**config.mk**
```make
export PLATFORM = sky130hd
export DESIGN_NAME = contador_ad_multicampo
export DESIGN_NICKNAME = d
export VERILOG_FILES = /design/src/rtl/contador_ad_multicampo.sv
export SDC_FILE = /design/constraint.sdc
export NUM_CORES = 1
export LEC_CHECK = 0
export ABC_CLOCK_PERIOD_IN_PS = 2100
export BUFFER_PORTS_ARGS = -buffer_cell sky130_fd_sc_hd__buf_2
export CORE_MARGIN = 3
export CORE_UTILIZATION = 30
export CTS_BUF_LIST = sky130_fd_sc_hd__clkbuf_8
export CTS_CLUSTER_SIZE = 10
export DETAILED_ROUTE_END_ITERATION = 10
export GPL_ROUTABILITY_DRIVEN = 1
export HOLD_SLACK_MARGIN = 0.1
export PLACE_DENSITY_LB_ADDON = 0.05
export SETUP_SLACK_MARGIN = 0.15
export SYNTH_ARGS = -nofsm -noshare
export SYNTH_HDL_FRONTEND = slang
export SYNTH_SLANG_ARGS = --single-unit
```
**constraint.sdc**
```tcl
create_clock -name clk -period 2.1 [get_ports clk]
set_input_delay 0.105 -clock clk [delete_from_list [all_inputs] [get_ports clk]]
set_output_delay 0.105 -clock clk [all_outputs]
set_load 0.05 [all_outputs]
```
**src/rtl/contador_ad_multicampo.sv**
```systemverilog
// contador_ad_multicampo: NF-field time counter for the clock/alarm datapath.
// Run mode advances field 0 on each 1 Hz tick with full carry ripple; adjust
// mode edits the field indexed by sel from PS/2 scan codes.
// Optional build macro CONTADOR_ADJ_CARRY_EN: adjust increments carry and
// adjust decrements borrow into the fields above sel.
module contador_ad_multicampo #(
  parameter int              NF      = 3,
  parameter int              W       = 6,
  parameter int              SW      = 2,
  parameter logic [NF*W-1:0] MAX_VEC = {6'd23, 6'd59, 6'd59},
  parameter logic [1:0]      EN_CODE = 2'd2,
  parameter logic [7:0]      ST_A    = 8'h6C,
  parameter logic [7:0]      ST_B    = 8'h75
) (
  input  logic            clk,
  input  logic            rst,
  input  logic [1:0]      en,
  input  logic [7:0]      estado,
  input  logic [7:0]      Cambio,
  input  logic            got_data,
  input  logic            tick,
  output logic [NF*W-1:0] Cuentas,
  output logic [SW-1:0]   sel,
  output logic            carry_out
);

  typedef enum logic [7:0] {
    KEY_UP   = 8'h73,
    KEY_DOWN = 8'h72,
    KEY_NEXT = 8'h6B,
    KEY_PREV = 8'h74
  } key_e;

  function automatic logic [W-1:0] max_of(input int i);
    return MAX_VEC[i*W +: W];
  endfunction

  logic            adjust;
  logic [NF*W-1:0] cnt_d;
  logic [SW-1:0]   sel_d;
  logic            carry_d;

  assign adjust = (en == EN_CODE) && ((estado == ST_A) || (estado == ST_B));

  // Next-state computation for all fields, the selector and the carry pulse.
  // NOTE: blocking assignments here model the ripple: each loop iteration must
  // see the carry/borrow left by the previous one within the same cycle.
  always_comb begin
    logic [W-1:0] f;
    logic         cy;
`ifdef CONTADOR_ADJ_CARRY_EN
    logic         bw;
    bw      = 1'b0;
`endif
    f       = '0;
    cy      = 1'b0;
    cnt_d   = Cuentas;
    sel_d   = sel;
    carry_d = 1'b0;
    if (adjust) begin
      if (got_data) begin
        case (Cambio)
          KEY_UP: begin
            for (int i = 0; i < NF; i++) begin
              f = Cuentas[i*W +: W];
              if (SW'(i) == sel) begin
`ifdef CONTADOR_ADJ_CARRY_EN
                cy = (f >= max_of(i));
`endif
                cnt_d[i*W +: W] = (f >= max_of(i)) ? '0 : f + 1'b1;
              end
`ifdef CONTADOR_ADJ_CARRY_EN
              else if (cy) begin
                cy              = (f >= max_of(i));
                cnt_d[i*W +: W] = cy ? '0 : f + 1'b1;
              end
`endif
            end
            carry_d = cy;
          end
          KEY_DOWN: begin
            for (int i = 0; i < NF; i++) begin
              f = Cuentas[i*W +: W];
              if (SW'(i) == sel) begin
`ifdef CONTADOR_ADJ_CARRY_EN
                bw = (f == '0);
`endif
                cnt_d[i*W +: W] = (f == '0) ? max_of(i) : f - 1'b1;
              end
`ifdef CONTADOR_ADJ_CARRY_EN
              else if (bw) begin
                bw              = (f == '0);
                cnt_d[i*W +: W] = bw ? max_of(i) : f - 1'b1;
              end
`endif
            end
          end
          KEY_NEXT: sel_d = (sel >= SW'(NF-1)) ? '0 : sel + 1'b1;
          KEY_PREV: sel_d = (sel == '0) ? SW'(NF-1) : sel - 1'b1;
          default:  ;
        endcase
      end
    end else if (tick) begin
      cy = 1'b1;
      for (int i = 0; i < NF; i++) begin
        f = Cuentas[i*W +: W];
        if (cy) begin
          if (f >= max_of(i)) begin
            cnt_d[i*W +: W] = '0;
          end else begin
            cnt_d[i*W +: W] = f + 1'b1;
            cy              = 1'b0;
          end
        end
      end
      carry_d = cy;
    end
  end

  // Output registers; synchronous reset overrides every other input.
  always_ff @(posedge clk) begin
    if (rst) begin
      Cuentas   <= '0;
      sel       <= '0;
      carry_out <= 1'b0;
    end else begin
      Cuentas   <= cnt_d;
      sel       <= sel_d;
      carry_out <= carry_d;
    end
  end

endmodule

```
; ---- After elaboration in Yosys (flattened, before gate mapping)
; Index checks and enable logic that the tools add are counted.
[totals]
reg_bits = 21
in_bits = 22
out_inout_bits = 21
word_cells = 80
[classes]
add_sub_neg = 8
magnitude_cmp = 4
eq_ne = 17
n_mux = 29
n_bitwise = 2
n_reduce_logical = 15
[op_table]
columns = op, n
row1 = $mux W6, 14
row2 = $mux W18, 3
row3 = $eq A8 B7 Y1 const B, 6
row4 = $pmux W18 S2, 1
row5 = $add A6 B1 Y6 const B, 3
row6 = $logic_not A6 Y1, 3
row7 = $ne A3 B3 Y1 const B, 6
row8 = $sub A6 B1 Y6 const B, 3
row9 = $ge A6 B6 Y1 const B, 2
row10 = $reduce_and A6 Y1, 2
row11 = $mux W1, 8
row12 = $reduce_bool A2 Y1, 4
row13 = $ge A6 B5 Y1 const B, 1
row14 = $reduce_and A5 Y1, 1
row15 = $mux W2, 2
row16 = $pmux W2 S2, 1
row17 = $reduce_or A4 Y1, 1
row18 = $ne A3 B1 Y1 const B, 1
row19 = $reduce_and A3 Y1, 1
row20 = $add A2 B1 Y2 const B, 1
row21 = $eq A1 B2 Y1 const A, 1
row22 = $eq A2 B2 Y1 const A, 1
row23 = $eq A2 B2 Y1 const B, 1
row24 = $ge A2 B2 Y1 const B, 1
row25 = other kinds (6), 7

; ---- Logic depth before layout (Yosys ltp)
; Gate-level depths: netlist (run 1).
[depth]
depth_word = 10
depth_mapped = 7
ltp_nobuf = 7

; ---- Worst setup path after synthesis (run 1)
; OpenSTA, ideal clock, no wires.
[synth_timing]
path_type = register -> register
startpoint = register Cuentas[7]
endpoint = register Cuentas[14]
setup_ps = 91
arrival_ps = 2254
required_ps = 2009
path_slack_ps = -245
stages_incl_launch_ff = 7
path_buffers = 0
period_less_slack_ps = 2345
cell_sequence = dfxtp_1 > ha_1 > o2111ai_4 > or3_4 > mux2i_4 > a31oi_1 > a311oi_1
[synth_via]
elab_chain_cells = 7
[synth_lines]
columns = element, line
row1 = from (decl), 22  ; output logic [NF*W-1:0] Cuentas,
row2 = from (signal assigned), 127  ; Cuentas <= cnt_d;
row3 = $ge A6 B6 Y1, 108  ; if (f >= max_of(i)) begin
row4 = $mux W1, 108
row5 = $mux W1, 107  ; if (cy) begin
row6 = $mux W1, 103  ; end else if (tick) begin
row7 = $mux W1, 60  ; if (adjust) begin
row8 = $reduce_bool A2 Y1 (no line), n/a
row9 = $reduce_and A6 Y1 (no line), n/a
; Every way passes these cells. The select of a mux whose other input is x is not followed.
; A chain may end at the register's enable or synchronous reset.

; ---- Worst setup path after layout (run 1)
[layout_timing]
startpoint = register Cuentas[7]
endpoint = register Cuentas[12]
; The elaborated chain is that of the path after synthesis.

==> results of run 1 <==
cell type report:
class / instances / share of cell area
clock inverters: 1 / 0.00210
multi-input cells: 188 / 0.595
repair buffers: 56 / 0.139
clock buffers: 3 / 0.0173
flip-flops and latches: 21 / 0.184
well taps: 75 / 0.0393
inverters: 15 / 0.0236
worst max-delay path, cell delays in order, from the launching register on:
cell	delay, ps
dfxtp_4	400
ha_4	190
o2111ai_4	110
or3_4	420
mux2i_4	270
buf_6	160
o211ai_1	70
o211a_1	140
what timing repair did:
action / 4_1_cts / 5_1_grt
resized for setup: 0 / 3
endpoints found under the setup margin: 0 / 5
setup buffers: 0 / 2
metrics by stage:
stage / std cells / power, uW / hold WS [ps]
3_5_place_dp: 353 / 519 / 481
3_3_place_gp: 353 / 520 / 484
2_1_floorplan: 239 / 475 / 261
4_1_cts: 357 / 822 / 178
6_report: 359 / 808 / 171
5_1_grt: 359 / 849 / 199
report_power, final:
group	leakage (uW)	internal (uW)	switching, uW
logic	0.000736	41.6	65.5
clock network	0.0000255	133	163
registers	0.000175	398	6.54
flip-flops by register name, summed over array words and instances, names as in the netlist:
register and cells:
Cuentas 18, carry_out 1, sel 2
routing by layer:
| metal | wire [um] | vias to the layer above |
|---|---|---|
| met5 | 0 | - |
| met1 | 2890 | 939 |
| met2 | 2510 | 67 |
| met4 | 110 | 0 |
| li1 | - | 1020 |
| met3 | 361 | 10 |
cell families (layout without fill, tap and decap cells):
group,Yosys count,after routing,share of synthesized area
and+or+nand+nor,86,86,0.266
AOI/OAI and AO/OA,76,76,0.296
buffers and inverters,30,75,0.0651
DFF,21,21,0.216
muxes,13,13,0.0780
adders and majority gates,10,10,0.0644
xor gates and xnor gates,3,3,0.0135
synth_stat cells, drive strengths merged (2+ instances only):
library cell / n / area [um2]
mux2i: 9 / 106
nand4: 6 / 37.5
a21o: 3 / 22.5
o211a: 4 / 40.0
nor2: 13 / 48.8
a21oi: 13 / 65.1
a41oi: 2 / 17.5
and3: 3 / 18.8
nand2: 12 / 47.6
and4bb: 2 / 25.0
mux2: 4 / 45.0
a211oi: 7 / 52.6
clkbuf: 6 / 22.5
nor3: 13 / 65.1
nand3: 15 / 87.6
nand4b: 3 / 26.3
xnor2: 2 / 17.5
ha: 10 / 125
nor4bb: 3 / 30.0
nor3b: 3 / 27.5
o2111a: 3 / 33.8
nor2b: 2 / 12.5
dfxtp: 21 / 420
a311oi: 3 / 26.3
o2111ai: 2 / 52.6
or3: 2 / 18.8
a31oi: 5 / 31.3
buf: 9 / 47.6
o21ai: 13 / 65.1
o211ai: 10 / 75.1
nand3b: 3 / 22.5
inv: 15 / 56.3
worst max path at each step:
| stage | from | endpoint | depth (start not counted) |
|---|---|---|---|
| after global placement | Cuentas[7] | Cuentas[14] | 6 |
| after global routing | Cuentas[7] | Cuentas[12] | 7 |
| after detailed placement | Cuentas[0] | Cuentas[14] | 6 |
| final | Cuentas[7] | Cuentas[12] | 7 |
| after CTS | Cuentas[0] | Cuentas[14] | 6 |
| after floorplan | Cuentas[9] | Cuentas[14] | 6 |
==> impl_metrics.py, run 1 <==
metrics = {
    "detailed_routing": {
        "route.vias.total": 2036,
        "first_iter_violations": 57,
        "postRouteWirelength_um": 5870,
        "route.detailed.vias_per_inst": 5.67,
        "drt_pre_antenna_iters": 4,
        "drc": 0,
        "antenna_left": 0,
        "detail_route.wl_per_cell_um": 16.3,
    },
    "worst_setup_path": {
        "crit_path_max_fanout": 8,
        "worst_setup_path_start_kind": "flop",
        "arrival_ps": 2050,
        "r2r_slack_ps": 230,
        "critical_path.endpoint_type": "flop",
        "worstReg2RegEnd": "Cuentas[12]",
        "worst_r2r_startpoint": "Cuentas[7]",
        "worstPathRequired_ps": 2270,
        "path_class": "flop to flop",
        "worst_r2r_path_cells": 7,
    },
    "finish": {
        "final_cell_mix": "buf_2 (42), inv_1 (15), nand3_1 (14)",
        "layout.area.seq_um2": 440,
        "multiInputGateArea_um2": 1420,
        "antennaDiodeCount": 0,
        "finish.instance_area_um2": 2390,
        "utilization": 0.392,
        "nFillCells": 641,
        "area_delta_synth_final_pct": 23.0,
        "layout-drive-gt1-share": 0.310,
        "fin_nets": 317,
        "mostFrequentLayoutCell": "buf_2",
    },
    "global_routing": {
        "grt_total_ovfl": 0,
        "antenna_violations_before_repair": 0,
        "grt_max_degree": 22,
        "grt.total_usage": 0.161,
        "grt_first_pass_wirelength_um": 9700,
        "vias_in_the_first_global_route": 1931,
        "use_met2": 0.252,
        "met3_usage_in_global_routing": 0.0228,
        "global_route.usage.met1": 0.225,
        "busiest_layer": "met2",
    },
    "sta": {
        "achievable_clock_frequency_mhz": 534,
        "relSlewSlack": 0.680,
        "final-max-slew-violation-count": 0,
        "fin_crit_ps": 1870,
        "finalHoldViolCount": 0,
        "min_period_over_period": 0.892,
        "rsz0062_at_grt": "false",
        "timing.clock.skew_ps": 4.47,
        "finalWorstSetupSlack_ps": 227,
        "max_slew.worst_pin.slew_ps": 474,
        "finalSetupViolations": 0,
        "setup-tns-final_ps": 0,
    },
    "floorplanning": {
        "design.die.area_um2": 7470,
        "die-height_um": 86.5,
        "rows": 28,
        "floorplan.initialDensity": 0.319,
        "io_pins": 43,
        "coreArea_um2": 6100,
        "die-width_um": 86.5,
    },
    "synthesis": {
        "synthArstFlopShare": 0,
        "post_synth_num_cell_types": 59,
        "synth_flop_cell": "dfxtp_1",
        "sequential_fraction_of_the_synthesis_area": 0.216,
        "syn_nets": 271,
        "synth-edff-count": 0,
        "ys.warnings.count": 0,
        "synthesis.area_per_instance_um2": 8.12,
        "postSynthRegisterBits": 21,
        "post_synth_instance_area_um2": 1940,
        "synthesis.instances": 239,
    },
    "power": {
        "vdd_drop_max_v": 0.000192,
        "standby_leakage_power_uw": 0.000937,
        "power.density_cell_area_nw_per_um2": 338,
    },
    "place": {
        "gp_routability_congestion": 0.854,
        "buffer_ports.inserted": 42,
        "placedInstanceArea_um2": 2310,
        "pre_cts_ws_ps": 238,
        "post-dp-hpwl_um": 4230,
    },
    "cts": {
        "sink_count": 21,
        "clk_pin_slew_ps": 90,
        "clockRootBuffer": "clkbuf_8",
        "tritoncts": "built",
        "worstSkewPairLatency_ps": 270,
        "cts_buf_count": 3,
        "post_cts_hold_buffer_count": 0,
        "clock_tree.htree_level_count": 1,
        "ctsLongestPathBuffers": 2,
    },
    "hold_path": {
        "min_path_type": "input pin to flop",
        "hold_path_depth": 3,
        "min_from": "tick",
        "min_delay_worst_endpoint": "carry_out",
    },
    "flow_run": {
        "max-cap-violations": 0,
    },
    "outcome": {
        "run_status": "finished clean",
    },
}
Note: power is estimated with default switching activity, not from simulation.
==> inputs of run 2 (changes only) <==
--- a/config.mk
+++ b/config.mk
@@ -5,8 +5,9 @@
 export SDC_FILE = /design/constraint.sdc
 export NUM_CORES = 1
 export LEC_CHECK = 0
-export ABC_CLOCK_PERIOD_IN_PS = 2100
+export ABC_CLOCK_PERIOD_IN_PS = 1880
 export BUFFER_PORTS_ARGS = -buffer_cell sky130_fd_sc_hd__buf_2
+export CAP_MARGIN = 25
 export CORE_MARGIN = 3
 export CORE_UTILIZATION = 30
 export CTS_BUF_LIST = sky130_fd_sc_hd__clkbuf_8
==> constraint.sdc (replaced) <==
create_clock -name clk -period 1.88 [get_ports clk]
set_input_delay 0.094 -clock clk [delete_from_list [all_inputs] [get_ports clk]]
set_output_delay 0.094 -clock clk [all_outputs]
set_load 0.05 [all_outputs]
==> impl_metrics.py, run 2 (synthesized netlist as in run 1, its figures left out) <==
metrics = {
    "sta": {
        "finalHoldViolCount": 0,
        "finalSetupViolations": 0,
        "finalWorstSetupSlack_ps": 157,
        "rsz0062_at_grt": "true",
        "timing.clock.skew_ps": 2.94,
        "min_period_over_period": 0.916,
        "max_slew.worst_pin.slew_ps": 444,
        "whs_ps": 179,
        "relSlewSlack": 0.702,
        "fin_crit_ps": 1720,
        "achievable_clock_frequency_mhz": 580,
        "setup-tns-final_ps": 0,
        "final-max-slew-violation-count": 0,
    },
    "finish": {
        "final_cells": 372,
        "max_ffs_per_register": 18,
        "final_cell_mix": "buf_2 (43), buf_4 (25), inv_1 (16)",
        "layout.area.seq_um2": 458,
        "multiInputGateArea_um2": 1440,
        "nFillCells": 639,
        "layout_top_registers": "Cuentas x18, sel x2, carry_out x1",
        "area_delta_synth_final_pct": 29.1,
        "mostFrequentLayoutCell": "buf_2",
        "antennaDiodeCount": 0,
        "registers.top_by_ff_count": "Cuentas",
        "fin_nets": 330,
        "layout-drive-gt1-share": 0.367,
    },
    "power": {
        "combinationalPowerShare": 0.139,
        "power.clock.fraction": 0.360,
        "standby_leakage_power_uw": 0.00100,
        "sequentialPowerShare": 0.501,
        "p_switching_uw": 257,
        "p_int_uw": 638,
        "fin_total_pwr_uw": 895,
        "vdd_drop_max_v": 0.000202,
        "power.density_cell_area_nw_per_um2": 357,
        "swShare": 0.287,
    },
    "global_routing": {
        "grt_max_degree": 18,
        "antenna_violations_before_repair": 0,
        "vias_in_the_first_global_route": 2005,
        "grt_first_pass_wirelength_um": 9850,
        "grt_total_ovfl": 0,
        "grt.total_usage": 0.162,
    },
    "cts": {
        "ctsLongestPathBuffers": 2,
        "clock_tree.htree_level_count": 1,
        "clockRootBuffer": "clkbuf_8",
        "cts_buf_count": 3,
        "tritoncts": "built",
        "sink_count": 21,
        "post_cts_hold_buffer_count": 0,
        "worstSkewPairLatency_ps": 270,
        "clk_pin_slew_ps": 90,
    },
    "flow_run": {
        "max-cap-violations": 0,
    },
    "worst_setup_path": {
        "worstPathRequired_ps": 2040,
        "path_class": "flop to flop",
        "worstReg2RegEnd": "Cuentas[13]",
        "crit_path_max_incr_delay_ps": 410,
        "critical_path.endpoint_type": "flop",
        "r2r_slack_ps": 160,
        "critical_path.top_delay_family": "simple AND/OR/NAND/NOR gates",
        "crit_path_max_fanout": 4,
        "crit_path_cell_trace": "ha_4, o2111ai_4, or3_4, mux2i_4, buf_2, o211a_1, a211oi_1",
        "worst_setup_path_start_kind": "flop",
        "arrival_ps": 1880,
        "critPathBufInv": 1,
        "worst_r2r_startpoint": "Cuentas[7]",
        "worst_r2r_path_cells": 7,
        "timing.critical_path.slowest_stage_cell": "or3_4",
    },
    "detailed_routing": {
        "antenna_left": 0,
        "first_iter_violations": 81,
        "route.vias.total": 2093,
        "postRouteWirelength_um": 6010,
        "detail_route.wl_per_cell_um": 16.2,
        "route.detailed.vias_per_inst": 5.63,
        "drt_pre_antenna_iters": 4,
        "drc": 0,
    },
    "floorplanning": {
        "rows": 28,
        "die-height_um": 86.5,
        "floorplan.initialDensity": 0.319,
        "die-width_um": 86.5,
        "coreArea_um2": 6100,
        "design.die.area_um2": 7470,
        "io_pins": 43,
    },
    "hold_path": {
        "hold_path_depth": 3,
        "min_from": "tick",
        "min_delay_worst_endpoint": "carry_out",
        "min_path_type": "input pin to flop",
    },
    "outcome": {
        "run_status": "finished clean",
    },
    "place": {
        "post-dp-hpwl_um": 4490,
        "pre_cts_ws_ps": 101,
        "buffer_ports.inserted": 42,
        "gp_routability_congestion": 0.902,
        "post-place-cells": 365,
    },
}
[run 2: cell type report]
cell class              count  share of cell area
repair buffers             69               0.165
well taps                  75              0.0374
clock inverters             1             0.00150
inverters                  15              0.0225
flip-flops and latches     21               0.183
multi-input cells         188               0.574
clock buffers               3              0.0165
[run 2: worst max path at each step]
| stage | from | slack, ps | endpoint | cells past startpoint |
|---|---|---|---|---|
| 2_1_floorplan | Cuentas[7] | 6 | Cuentas[14] | 6 |
| 3_3_place_gp | Cuentas[0] | 80 | Cuentas[15] | 7 |
| 3_5_place_dp | Cambio[0] | 100 | Cuentas[13] | 8 |
| 4_1_cts | Cuentas[7] | 160 | Cuentas[15] | 7 |
| 5_1_grt | Cuentas[7] | 80 | Cuentas[15] | 7 |
| 6_report | Cuentas[7] | 160 | Cuentas[13] | 7 |
[run 2: tightest hold or removal path, cell delays in order]
cell	delay, ps
buf_2	130
nand3_1	120
nor4_1	60
[run 2: per-stage QoR]
| step | area [um2] | util |
|---|---|---|
| 2_1_floorplan | 2010 | - |
| 3_3_place_gp | 2420 | 0.397 |
| 3_5_place_dp | 2420 | 0.397 |
| 4_1_cts | 2480 | 0.406 |
| 5_1_grt | 2510 | 0.411 |
| 6_report | 2510 | 0.411 |
[run 2: timing repair]
| item | 4_1_cts | 5_1_grt |
|---|---|---|
| setup buffers | 1 | 1 |
| setup endpoints to repair | 5 | 9 |
| gates resized for setup | 2 | 3 |
| cloned | 0 | 1 |
| pin swaps | 0 | 1 |
[run 2: layer usage]
layer | wire length (um) | track usage
met1 | 2740 | 0.220
met5 | 0 | 0
met4 | 29 | 0.0425
met2 | 2830 | 0.264
met3 | 402 | 0.0276
[run 2: power by group through the flow]
stage | clock network (uW) | logic [uW] | registers [uW]
2_1_floorplan | 0 | 55.6 | 471
6_report | 322 | 124 | 449
3_3_place_gp | 0 | 124 | 458
4_1_cts | 336 | 124 | 447
3_5_place_dp | 0 | 123 | 457
5_1_grt | 352 | 140 | 449
==> inputs of run 3 (changes only) <==
--- a/config.mk
+++ b/config.mk
@@ -16,7 +16,7 @@
 export GPL_ROUTABILITY_DRIVEN = 1
 export HOLD_SLACK_MARGIN = 0.1
 export PLACE_DENSITY_LB_ADDON = 0.05
-export SETUP_SLACK_MARGIN = 0.15
+export SETUP_SLACK_MARGIN = 0.4
 export SYNTH_ARGS = -nofsm -noshare
 export SYNTH_HDL_FRONTEND = slang
 export SYNTH_SLANG_ARGS = --single-unit
==> impl_metrics.py, run 3 (synthesized netlist as in run 1, its figures left out) <==
metrics = {
    "cts": {
        "tritoncts": "built",
        "sink_count": 21,
        "clockRootBuffer": "clkbuf_8",
        "cts_buf_count": 3,
        "post_cts_hold_buffer_count": 0,
        "clock_tree.htree_level_count": 1,
        "ctsLongestPathBuffers": 2,
        "worstSkewPairLatency_ps": 280,
        "clk_pin_slew_ps": 90,
    },
    "worst_setup_path": {
        "crit_path_cell_trace": "ha_4, o2111ai_4, or3_4, mux2i_4, a31oi_1, a311oi_1",
        "r2r_slack_ps": 140,
        "timing.critical_path.to": "Cuentas[14]",
        "timing.critical_path.slowest_stage_cell": "or3_4",
        "critical_path.top_delay_family": "compound AO/OA/AOI/OAI gates",
        "arrival_ps": 1910,
        "worstPathRequired_ps": 2050,
        "path_class": "flop to flop",
        "worstReg2RegEnd": "Cuentas[14]",
        "crit_path_max_incr_delay_ps": 410,
        "worst_r2r_startpoint": "Cuentas[7]",
        "critical_path_depth_in_cells": 6,
        "worst_setup_path_start_kind": "flop",
        "launch_point_of_the_critical_path": "Cuentas[7]",
        "worst_r2r_path_cells": 6,
        "crit_path_max_fanout": 4,
        "critPathBufInv": 0,
        "critical_path.endpoint_type": "flop",
    },
    "power": {
        "power.density_cell_area_nw_per_um2": 328,
        "p_int_uw": 649,
        "p_switching_uw": 272,
        "standby_leakage_power_uw": 0.00112,
        "sequentialPowerShare": 0.479,
        "fin_total_pwr_uw": 920,
        "vdd_drop_max_v": 0.000236,
        "swShare": 0.295,
        "power.clock.fraction": 0.354,
        "combinationalPowerShare": 0.167,
    },
    "sta": {
        "finalHoldViolCount": 0,
        "fin_crit_ps": 1740,
        "finalSetupViolations": 0,
        "setup-tns-final_ps": 0,
        "timing.clock.skew_ps": 7.67,
        "whs_ps": 203,
        "final-max-slew-violation-count": 0,
        "min_period_over_period": 0.926,
        "max_slew.worst_pin.slew_ps": 394,
        "achievable_clock_frequency_mhz": 575,
        "rsz0062_at_grt": "true",
        "relSlewSlack": 0.734,
    },
    "detailed_routing": {
        "antenna_left": 0,
        "route.vias.total": 2176,
        "drc": 0,
        "postRouteWirelength_um": 6420,
        "drt_pre_antenna_iters": 4,
        "route.detailed.vias_per_inst": 5.61,
        "first_iter_violations": 54,
        "detail_route.wl_per_cell_um": 16.6,
    },
    "finish": {
        "final_cell_mix": "buf_2 (42), buf_4 (38), inv_1 (15)",
        "max_ffs_per_register": 18,
        "area_delta_synth_final_pct": 44.7,
        "layout_top_registers": "Cuentas x18, sel x2, carry_out x1",
        "mostFrequentLayoutCell": "buf_2",
        "fin_nets": 346,
        "layout-drive-gt1-share": 0.463,
        "final_cells": 388,
        "antennaDiodeCount": 0,
        "registers.top_by_ff_count": "Cuentas",
    },
    "floorplanning": {
        "die-height_um": 86.5,
        "coreArea_um2": 6100,
        "floorplan.initialDensity": 0.319,
        "rows": 28,
        "design.die.area_um2": 7470,
        "io_pins": 43,
        "die-width_um": 86.5,
    },
    "global_routing": {
        "grt_max_degree": 18,
        "antenna_violations_before_repair": 0,
        "grt_total_ovfl": 0,
        "grt_first_pass_wirelength_um": 10400,
        "vias_in_the_first_global_route": 2093,
        "grt.total_usage": 0.173,
    },
    "place": {
        "buffer_ports.inserted": 42,
        "gp_routability_congestion": 0.893,
        "post-dp-hpwl_um": 4520,
        "post-place-cells": 361,
    },
    "flow_run": {
        "max-cap-violations": 0,
    },
    "outcome": {
        "run_status": "finished clean",
    },
    "hold_path": {
        "min_path_type": "input pin to flop",
        "hold_path_depth": 3,
    },
}
==> run 3: power by group through the flow <==
stage	Clock [uW]	Combinational (uW)	Sequential [uW]
after CTS	345	151	441
final	326	154	441
after detailed placement	0	127	453
after global placement	0	129	454
after global routing	359	167	442
after floorplan	0	58.9	468
==> run 3: layer usage <==
layer	GRT usage	routed length [um]	vias up
li1	-	-	1078
met1	0.230	2990	1033
met2	0.291	3000	57
met5	0	0	-
met4	0.0411	82	0
met3	0.0304	357	8
==> run 3: cell type report <==
| cell class | instances | area [um2] |
|---|---|---|
| Clock inverter | 1 | 3.75 |
| Clock buffer | 3 | 41.3 |
| Inverter | 15 | 56.3 |
| Fill cell | 651 | 3290 |
| Multi-Input combinational cell | 189 | 1590 |
| Tap cell | 75 | 93.8 |
| Sequential cell | 21 | 468 |
| Timing Repair Buffer | 84 | 558 |
==> run 3: worst min path at each step <==
stage	endpoint	startpoint
after floorplan	carry_out	tick
after CTS	carry_out	tick
after detailed placement	carry_out	tick
after global routing	carry_out	tick
after global placement	carry_out	tick
final	carry_out	tick
==> run 3: through the flow <==
step / util / cell area (um2) / worst slack (ps)
after floorplan: - / 2060 / 28.3
after global placement: 0.399 / 2430 / 116
after detailed placement: 0.399 / 2430 / 99.4
after CTS: 0.435 / 2650 / 169
after global routing: 0.461 / 2810 / 25.0
final: 0.461 / 2810 / 140
==> run 3: worst reg2reg max path: stages, from the launching register on <==
cell and delay (ps):
dfxtp_4 370, ha_4 150, o2111ai_4 110, or3_4 410
mux2i_4 210, a31oi_1 110, a311oi_1 280
==> run 3: what timing repair did <==
| item | CTS | global route |
|---|---|---|
| setup endpoints to repair | 18 | 20 |
| resized for setup | 15 | 16 |
| pin swaps | 20 | 12 |
| gates cloned | 1 | 0 |
| buffers inserted | 11 | 11 |
